File: src/rtl/dummy_accelerator_varlat.sv
// Coprocessor datapath with per-instruction latency taken from the immediate.
// Results are held in a DEPTH-entry in-flight buffer and retire strictly in order.
module dummy_accelerator_varlat #(
    parameter int unsigned WIDTH       = 32,
    parameter int unsigned IMM_WIDTH   = 11,
    parameter type         TagType_t   = logic,
    parameter int unsigned DEPTH       = 4,
    parameter int unsigned MAX_LATENCY = 100
) (
    input  logic                       clk_i,
    input  logic                       rst_ni,
    input  logic                       flush_i,
    input  logic                       valid_i,
    output logic                       ready_o,
    input  logic [1:0]                 op_i,
    input  logic [WIDTH-1:0]           rs1_value_i,
    input  logic [IMM_WIDTH-1:0]       imm_i,
    input  TagType_t                   tag_i,
    output logic                       valid_o,
    input  logic                       ready_i,
    output logic [WIDTH-1:0]           result_o,
    output TagType_t                   tag_o,
    output logic [$clog2(DEPTH+1)-1:0] count_o
);

    localparam int unsigned PtrW   = $clog2(DEPTH);
    localparam int unsigned CountW = $clog2(DEPTH + 1);
    localparam int unsigned CntW   = $clog2(MAX_LATENCY + 1);

    logic [DEPTH-1:0] valid_q, valid_d;
    logic [CntW-1:0]  cnt_q    [DEPTH];
    logic [CntW-1:0]  cnt_d    [DEPTH];
    logic [WIDTH-1:0] result_q [DEPTH];
    logic [WIDTH-1:0] result_d [DEPTH];
    TagType_t         tag_q    [DEPTH];
    TagType_t         tag_d    [DEPTH];

    logic [PtrW-1:0]   rptr_q, rptr_d;
    logic [PtrW-1:0]   wptr_q, wptr_d;
    logic [CountW-1:0] count_q, count_d;

    logic             push, pop;
    logic [31:0]      imm_ext;
    logic [CntW-1:0]  lat_m1;
    logic [WIDTH-1:0] op_result;

    assign ready_o = (count_q != CountW'(DEPTH));
    assign count_o = count_q;
    assign valid_o = valid_q[rptr_q] && (cnt_q[rptr_q] == '0);
    assign result_o = valid_o ? result_q[rptr_q] : '0;
    assign tag_o    = valid_o ? tag_q[rptr_q] : '0;

    assign push = valid_i && ready_o;
    assign pop  = valid_o && ready_i;

    assign imm_ext = 32'(imm_i);

    // Countdown is loaded with L-1; L is the immediate clamped to [1, MAX_LATENCY].
    always_comb begin
        if (imm_ext == 32'd0) begin
            lat_m1 = '0;
        end else if (imm_ext > 32'(MAX_LATENCY)) begin
            lat_m1 = CntW'(MAX_LATENCY - 1);
        end else begin
            lat_m1 = CntW'(imm_ext - 32'd1);
        end
    end

    always_comb begin
        op_result = rs1_value_i;
        unique case (op_i)
            2'b00: op_result = rs1_value_i ^ WIDTH'(imm_i);
            2'b01: op_result = rs1_value_i + WIDTH'(imm_i);
            2'b10: op_result = rs1_value_i;
            2'b11: op_result = ~rs1_value_i;
        endcase
    end

    always_comb begin
        valid_d  = valid_q;
        cnt_d    = cnt_q;
        result_d = result_q;
        tag_d    = tag_q;
        rptr_d   = rptr_q;
        wptr_d   = wptr_q;
        count_d  = count_q;

        if (flush_i) begin
            valid_d = '0;
            rptr_d  = '0;
            wptr_d  = '0;
            count_d = '0;
        end else begin
            // Every entry counts down independently of head position or backpressure.
            for (int i = 0; i < DEPTH; i++) begin
                if (valid_q[i] && (cnt_q[i] != '0)) begin
                    cnt_d[i] = cnt_q[i] - CntW'(1);
                end
            end
            if (pop) begin
                valid_d[rptr_q] = 1'b0;
                rptr_d          = rptr_q + PtrW'(1);
            end
            if (push) begin
                valid_d[wptr_q]  = 1'b1;
                cnt_d[wptr_q]    = lat_m1;
                result_d[wptr_q] = op_result;
                tag_d[wptr_q]    = tag_i;
                wptr_d           = wptr_q + PtrW'(1);
            end
            count_d = count_q + CountW'(push) - CountW'(pop);
        end
    end

    always_ff @(posedge clk_i or negedge rst_ni) begin
        if (!rst_ni) begin
            valid_q <= '0;
            rptr_q  <= '0;
            wptr_q  <= '0;
            count_q <= '0;
            for (int i = 0; i < DEPTH; i++) begin
                cnt_q[i]    <= '0;
                result_q[i] <= '0;
                tag_q[i]    <= '0;
            end
        end else begin
            valid_q  <= valid_d;
            rptr_q   <= rptr_d;
            wptr_q   <= wptr_d;
            count_q  <= count_d;
            cnt_q    <= cnt_d;
            result_q <= result_d;
            tag_q    <= tag_d;
        end
    end

endmodule

File: config.mk
export PLATFORM = sky130hd
export DESIGN_NAME = dummy_accelerator_varlat
export DESIGN_NICKNAME = d
export VERILOG_FILES = /design/src/rtl/dummy_accelerator_varlat.sv
export SDC_FILE = /design/constraint.sdc
export NUM_CORES = 1
export LEC_CHECK = 0
export CORE_MARGIN = 8
export CORE_UTILIZATION = 51
export CTS_BUF_LIST = sky130_fd_sc_hd__clkbuf_8
export CTS_CLUSTER_DIAMETER = 120
export DETAILED_ROUTE_END_ITERATION = 6
export GPL_ROUTABILITY_DRIVEN = 0
export PLACE_DENSITY = 0.72
export SYNTH_ARGS = -nofsm -noshare
export SYNTH_HDL_FRONTEND = slang
export SYNTH_SLANG_ARGS = --single-unit
File: constraint.sdc
create_clock -name clk_i -period 3.09 [get_ports clk_i]
set_input_delay 0.4635 -clock clk_i [delete_from_list [all_inputs] [get_ports clk_i]]
set_output_delay 0.4635 -clock clk_i [all_outputs]
set_load 0.02 [all_outputs]
# == Word-level counts from Yosys, hierarchy flattened ==
# Cells that the tools add are included.
# classes
n_addsub,10
order_cmp,8
eq_ne,4
mux,47
bitwise_logic,8
n_reduce_logical,20
# ops
cell,n
$bwmux 128,1
$mux 32,4
$pmux 32 s4,1
$mux 7,13
$bmux 32 s2,1
$demux 32 s2,1
$sub 7x1->7 const B,5
$add 32x11->32,1
$logic_not 32->1,1
$not 32->32,1
$xor 32x11->32,1
$bwmux 28,1
$mux 28,1
$reduce_bool 7->1,4
$mux 4,4
$bmux 7 s2,1
$demux 7 s2,1
$gt 11x7->1 const B,1
$logic_and 1x1->1,10
$mux 2,4
$logic_not 7->1,1
$mux 1,7
$demux 1 s2,3
$ge 3x3->1 const B,2
20 further kinds,27
# word_totals
reg_bits,171
inputBits,51
out_inout_bits,38
word_cells,113

# == Logic depth before layout (Yosys ltp) ==
# Gate-level depths: netlist of run 1.
# logic_depth
depth_word,12
mapped_depth,13
depth_no_buf,12

# == Worst setup path after synthesis of run 1 ==
# OpenSTA, ideal clock, no wires.
# synth_timing
path_type,flip-flop to flip-flop
startpoint,register cnt_q[16] (netlist bit)
endpoint,register count_q[2] (netlist: count_o[2])
setup_time_ns,0.132
t_arrival_ns,2.639
t_required_ns,2.958
slack_ns,0.319
stages_incl_launch_ff,12
period_less_slack_ns,2.771
cell_sequence,dfrtp_1 -> or4_4 -> o311ai_4 -> nand2_2 -> nor2_4 -> ha_1 -> inv_1 -> ha_1 -> inv_1 -> fa_1 -> xnor2_1 -> nor2_1
# synth_between
elab_chain_cells,8
# synth_lines
element,line,text
from (decl),31,logic [CntW-1:0] cnt_q [DEPTH];
from (signal assigned),131,cnt_q <= cnt_d;
$bmux 7 s2,49,assign valid_o = valid_q[rptr_q] && (cnt_q[rptr_q] == '0);
$mux 7 (not written as such) (2 in series),49,
$logic_not 7->1,49,
$logic_and 1x1->1,49,
$logic_and 1x1->1,54,assign pop = valid_o && ready_i;
$sub 3x1->3,111,count_d = count_q + CountW'(push) - CountW'(pop);
$mux 3,88,if (flush_i) begin
via count_d[2],40,"logic [CountW-1:0] count_q, count_d;"
to (signal assigned),130,count_q <= count_d;
to (decl),40,
# The timed path passes the listed nets, and every way through them passes these cells. The select of a mux whose other input is x is not followed.
# A chain may end at the register's enable or synchronous reset.

# == Worst setup path after layout of run 1 ==
# layout_timing
startpoint,register cnt_q[17] (netlist bit)
endpoint,output result_o[30]
# layout_between
elab_chain_cells,6
# layout_lines
element,line,text
$bmux 7 s2,49,
$mux 7 (not written as such) (2 in series),49,
$logic_not 7->1,49,
$logic_and 1x1->1,49,
$mux 32,50,assign result_o = valid_o ? result_q[rptr_q] : '0;
to (decl),21,"output logic [WIDTH-1:0] result_o,"
# No other way between the ends. The select of a mux whose other input is x is not followed.

==> flow_metrics.env, run 1 <==
export IMPL_area_delta_synth_final_pct=17.0
export IMPL_via_per_inst=6.05
export IMPL_ys_seq_elements=171
export IMPL_grt_util_all_layers_pct=23.4
export IMPL_final_antenna_net_count=0
export IMPL_worst_slack_ns=0.0726
export IMPL_crit_path_max_fanout=22
export IMPL_cts_made_buffers=17
export IMPL_clock_sinks=171
export IMPL_synth_compound_area_share_pct=18.1
export IMPL_synth_area_mux_share_pct=11.7
export IMPL_regArea_sq_um=4280
export IMPL_syn_area_sq_um=10600
export IMPL_synth_xor_xnor_area_share_pct=2.80
export IMPL_dr_pass1_iters=7
export IMPL_route_layer_met1_wl_um=12800
export IMPL_std_cell_rows=53
export IMPL_dp_slack_ns=-0.151
export IMPL_postSynthCellCount=1116
export IMPL_status="completed"
export IMPL_avgRoutedWirePerCell_um=19.7
export IMPL_async_flop_share_pct=100
export IMPL_finalClockSkew_ns=0.0146
export IMPL_crit_type="register to primary output"
export IMPL_yosys_area_share_simple_pct=19.0
export IMPL_grt_pass1_wl_um=48500
export IMPL_layout_commonest_cell="dfrtp_1"
export IMPL_cts_tree="yes"
export IMPL_dp_cells=1474
export IMPL_num_antenna_cells=0
export IMPL_ir_worst_vdd_uv=327
export IMPL_start_kind="register"
export IMPL_final_area_sq_um=12400
export IMPL_fmax_mhz=331
export IMPL_portBuffers=88
export IMPL_die_w_um=160
export IMPL_grt_max_degree=73
export IMPL_clock_latency_ns=0.47
export IMPL_drive_above_1_share_pct=17.7
export IMPL_timing_max_cap_violations=0
export IMPL_yosysSeqAreaShare_pct=40.2
export IMPL_endpoint_kind="primary output"
export IMPL_power_leakage_nw=5.52
export IMPL_vias=9125
export IMPL_start_util_pct=51.2
export IMPL_min_period_ns=3.02
export IMPL_fin_crit_sh_pct=97.7
export IMPL_overflow=0
export IMPL_htree_levels=4
export IMPL_timing_rr_start="cnt_q[17]"
export IMPL_synth_top_area_cell="dfrtp_1"
export IMPL_wl_met3_um=1720
export IMPL_relSlewSlack_pct=57.4
export IMPL_cts_clk_slew_worst_paths_ns=0.09
export IMPL_finalHoldViolCount=0
export IMPL_final_nets=1305
export IMPL_finish_utilization_pct=59.9
export IMPL_dieArea_sq_um=25700
export IMPL_setup_viol=0
export IMPL_yosys_top_cells_area="dfrtp_1, mux4_2, nand2_1"
export IMPL_drv_slew=0
export IMPL_ios=89
export IMPL_mostFrequentLayoutCells="dfrtp_1, nand2_1, o21ai_0"
export IMPL_hp_start="result_q[35]"
export IMPL_coreArea_sq_um=20800
export IMPL_dpl_instance_area_sq_um=12100
export IMPL_cp_data_arrival_time_ns=2.55
export IMPL_crit_reg2reg_capture="count_o[2]"
export IMPL_power_per_cell_area_nw_per_um2=623
export IMPL_multi_input_area_sq_um=5920
export IMPL_ys_warn_count=0
export IMPL_hpwl_um=21200
export IMPL_tightest_slew_ns=0.639
export IMPL_synth_distinct_cells=90
export IMPL_routed_wl_um=29700
export IMPL_synth_edf_count=0
export IMPL_drc=0
export IMPL_min_to="result_q[35]"
export IMPL_drt_iter0_markers=701
export IMPL_min_delay_path_depth=2
export IMPL_cts_root_buf="clkbuf_8"
export IMPL_stdcell_count=1509
export IMPL_synth_adder_area_share_pct=3.91
export IMPL_syn_avg_cell_area_sq_um=9.53
export IMPL_syn_num_nets=1199
export IMPL_grt_pass1_vias=9003
export IMPL_ys_flop_type="dfrtp_1"
export IMPL_cts_max_path_buffers=2
export IMPL_wl_met2_um=14600
export IMPL_worst_r2r_cell_count=12
export IMPL_grt_setup_unrepaired="yes"
export IMPL_die_y_um=160
export IMPL_synth_top_cell_area_share_pct=40.2
export IMPL_synth_top_family_by_area="simple AND/OR/NAND/NOR gates"
export IMPL_required_ns=2.63
export IMPL_ff2ff_setup_slack_ns=0.22
export IMPL_num_fill_cells=1808
export IMPL_antenna_found_initial=0
export IMPL_highest_layer="met4"
export IMPL_hold_class="register to register"
==> worst max-delay path by stage <==
stage / depth (start not counted) / startpoint / slack (ns) / to
after floorplan: 11 / cnt_q[16] / 0.32 / count_o[2]
after global placement: 10 / rs1_value_i[0] / -0.08 / result_q[16]
after detailed placement: 9 / rs1_value_i[0] / -0.15 / result_q[30]
after CTS: 5 / cnt_q[17] / 0.03 / result_o[28]
after global routing: 5 / cnt_q[17] / -0.001 / result_o[31]
final: 5 / cnt_q[17] / 0.07 / result_o[30]
==> power breakdown <==
| part | switching (mW) | internal, mW | total (mW) |
|---|---|---|---|
| logic | 1.22 | 1.18 | 2.40 |
| registers | 0.598 | 3.16 | 3.76 |
| clock network | 0.849 | 0.744 | 1.59 |
==> critical path, cell delays in order, from the launching register on <==
cell and delay [ns]:
dfrtp_1 0.43, or4_4 0.58, o311ai_4 0.32, buf_6 0.23
and3_1 0.17, dlygate4sd2_1 0.33
==> Yosys cell counts, types with 5 or more instances <==
cell       instances
mux2i_1            6
nand2_1          164
nor3_1            24
nor2_1            62
a21o_1            10
and4_1             5
and2_1             9
o22ai_1            7
nor4_1             6
o22a_1            11
inv_1             29
o21ai_0           94
a31oi_1           15
o21ai_1            7
clkbuf_1          39
o21a_1             5
nand3_1           32
a22oi_1            7
mux4_2            33
dfrtp_1          171
xor2_1            16
or3_1              6
buf_2             23
nand4_1           10
o2111ai_1          5
and3_1            47
xnor2_1           18
o31ai_1            7
buf_1              7
ha_1              30
nand2b_1           5
a21oi_1           72
mux2_2            38
==> sequential cells by signal, indices dropped and copies added, names as in the netlist <==
name	cells
cnt_q	28
count_o	3
result_q	128
rptr_q	2
tag_q	4
valid_q	4
wptr_q	2
==> routing by layer <==
layer  global-route usage (%)  up-vias
met3                     4.38       38
li1                         -     4281
met5                        0        -
met2                     38.8      305
met4                     7.01        0
met1                     30.6     4501
==> layout make-up <==
cell class | instances | area share, %
Clock buffer | 18 | 1.99
Multi-Input combinational cell | 842 | 47.6
Clock inverter | 13 | 1.17
Sequential cell | 171 | 34.4
Inverter | 29 | 0.875
Timing Repair Buffer | 161 | 11.2
Tap cell | 275 | 2.77
==> kinds of logic (layout without fill, tap and decap cells) <==
logic type | count (synthesis) | after routing
xor+xnor | 34 | 34
flops | 171 | 171
simple gates | 405 | 405
fa+ha+maj | 32 | 32
buf+inv | 103 | 221
compound gates | 293 | 293
mux | 78 | 78
==> metrics by stage <==
stage | setup TNS, ns | hold slack [ns] | power, mW
2_1_floorplan | 0 | 0.168 | 5.36
3_3_place_gp | -1.04 | 0.455 | 6.05
3_5_place_dp | -3.27 | 0.465 | 6.18
4_1_cts | 0 | 0.486 | 7.78
5_1_grt | -0.00135 | 0.504 | 8.29
6_report | 0 | 0.484 | 7.75
==> repair_timing <==
item	CTS	global route
buffers inserted	1	2
hold endpoints to repair	9	0
setup endpoints to repair	34	23
gates resized for setup	38	27
pin swaps	1	2
hold buffers	1	0
Power figures use the tool's default switching activity.
==> run 2: changes to the inputs <==
Settings changed: CORE_UTILIZATION 51 to 60, PLACE_DENSITY 0.72 to 0.82.
==> run 2 against run 1 <==
  * Sequential share of layout area is essentially flat
  * Critical path depth is 1 higher
  * Count of clock-buffer cells in the layout unchanged
  * Clock skew shrank 0.0019 ns
  * Combinational power grew 3%
  * Via count up 3.8%
  * Total power grew 0.55%
  * Final area is essentially flat
  * Largest cell class unchanged
  * Largest power group unchanged
  * Highest routed layer unchanged
==> flow_metrics.env, run 2 (same netlist as run 1, synthesis figures left out) <==
export IMPL_top_register="result_q"
export IMPL_fmax_mhz=329
export IMPL_timing_max_cap_violations=0
export IMPL_largest_register_ffs=128
export IMPL_grt_max_degree=80
export IMPL_finish_utilization_pct=71.9
export IMPL_dieArea_sq_um=22200
export IMPL_drv_slew=0
export IMPL_overflow=0
export IMPL_fin_tns_setup_ns=0
export IMPL_power_leakage_nw=5.51
export IMPL_grt_setup_unrepaired="yes"
export IMPL_start_util_pct=61.5
export IMPL_coreArea_sq_um=17300
export IMPL_cts_hold_fix_buffers=0
export IMPL_grt_pass1_vias=9140
export IMPL_tightest_slew_ns=0.774
export IMPL_cp_cell_sequence="or4_4 > o311ai_4 > buf_4 > buf_12 > and3_1 > clkdlybuf4s15_1"
export IMPL_htree_levels=4
export IMPL_crit_type="register to primary output"
export IMPL_finalClockSkew_ns=0.0127
export IMPL_start_kind="register"
export IMPL_crit_path_max_incr_delay_ns=0.58
export IMPL_fin_hold_ws_ns=0.0336
export IMPL_num_fill_cells=1273
export IMPL_avgRoutedWirePerCell_um=20.2
export IMPL_power_per_cell_area_nw_per_um2=626
export IMPL_layout_commonest_cell="dfrtp_1"
export IMPL_relSlewSlack_pct=48.4
export IMPL_drive_above_1_share_pct=20.1
export IMPL_vias=9469
export IMPL_drc=0
export IMPL_worst_slack_ns=0.0533
export IMPL_timing_rr_start="cnt_q[17]"
export IMPL_required_ns=2.63
export IMPL_crit_path_max_fanout=18
export IMPL_crit_reg2reg_capture="count_o[2]"
export IMPL_area_delta_synth_final_pct=17.0
export IMPL_hold_class="input pin to async pin"
export IMPL_cts_max_path_buffers=2
export IMPL_worst_r2r_cell_count=12
export IMPL_status="completed"
export IMPL_num_antenna_cells=0
export IMPL_clock_sinks=171
export IMPL_finalHoldViolCount=0
export IMPL_dp_slack_ns=-0.0919
export IMPL_multi_input_area_sq_um=5910
export IMPL_final_antenna_net_count=0
export IMPL_portBuffers=88
export IMPL_ff2ff_setup_slack_ns=0.10
export IMPL_die_w_um=149
export IMPL_hpwl_um=21100
export IMPL_cp_data_arrival_time_ns=2.57
export IMPL_drt_iter0_markers=929
export IMPL_endpoint_kind="primary output"
export IMPL_regArea_sq_um=4280
export IMPL_final_nets=1311
export IMPL_setup_viol=0
export IMPL_antenna_found_initial=0
export IMPL_routed_wl_um=29700
export IMPL_cpMaxStageDelayCell="or4_4"
export IMPL_std_cell_rows=48
export IMPL_cts_clk_slew_worst_paths_ns=0.09
export IMPL_ios=89
export IMPL_via_per_inst=6.46
export IMPL_reg_top3="result_q (128), cnt_q (28)"
export IMPL_dr_pass1_iters=7
export IMPL_ir_worst_vdd_uv=457
export IMPL_grt_pass1_wl_um=48300
export IMPL_cts_tree="yes"
export IMPL_cts_root_buf="clkbuf_8"
export IMPL_clock_latency_ns=0.46
export IMPL_cts_made_buffers=17
export IMPL_fin_crit_sh_pct=98.3
export IMPL_min_period_ns=3.04
export IMPL_grt_util_all_layers_pct=27.2
export IMPL_mostFrequentLayoutCells="dfrtp_1, nand2_1, o21ai_0"
export IMPL_die_y_um=149
==> run 2: worst max path at each step <==
stage,start,endpoint,slack [ns],depth (start not counted)
floorplan,cnt_q[16],count_o[2],0.32,11
global placement,rs1_value_i[0],result_q[112],-0.06,10
detailed placement,rs1_value_i[0],result_q[112],-0.09,10
CTS,cnt_q[17],result_o[9],-0.009,6
global route,cnt_q[17],result_o[18],-0.05,6
finish,cnt_q[17],result_o[18],0.05,6
==> run 2: power breakdown <==
| part | internal (mW) | total (mW) | switching [mW] |
|---|---|---|---|
| Clock | 0.676 | 1.56 | 0.888 |
| Sequential | 3.16 | 3.77 | 0.607 |
| Combinational | 1.21 | 2.46 | 1.25 |
==> run 2: worst max-delay path, delay by kind of cell (launching register included) <==
kind	cells	cell delay (ns)
DFF	1	0.43
AOI/OAI and AO/OA	1	0.30
buffers and inverters	3	0.64
and+or+nand+nor	2	0.75
==> run 2: area by class of cell <==
cell class | instances | share of cell area, %
clock buffer | 18 | 1.99
timing repair buffer | 167 | 11.9
sequential | 171 | 34.4
multi-input combinational | 842 | 47.5
inverter | 29 | 0.875
tap | 225 | 2.26
clock inverter | 14 | 1.07
==> run 2: what timing repair did <==
action,4_1_cts,5_1_grt
resized for setup,70,34
setup buffers,1,2
pin swaps,1,1
endpoints found under the setup margin,34,24
==> run 2: per-stage QoR <==
| stage | power, mW | instances | cell area [sq um] |
|---|---|---|---|
| after detailed placement | 6.21 | 1431 | 12100 |
| final | 7.79 | 1466 | 12400 |
| after floorplan | 5.36 | 1116 | 10600 |
| after global placement | 6.04 | 1431 | 12100 |
| after global routing | 8.27 | 1466 | 12400 |
| after CTS | 7.76 | 1464 | 12500 |
==> run 2: layer usage <==
metal  share of wire (%)  vias up  wire length, um  track usage [%]
met4                 2.6        0              764             9.54
met1                  41     4667            12300             35.8
li1                    -     4308                -                -
met2                  49      435            14600             44.9
met3                 6.9       59             2060             4.22
met5                   0        -                0                0
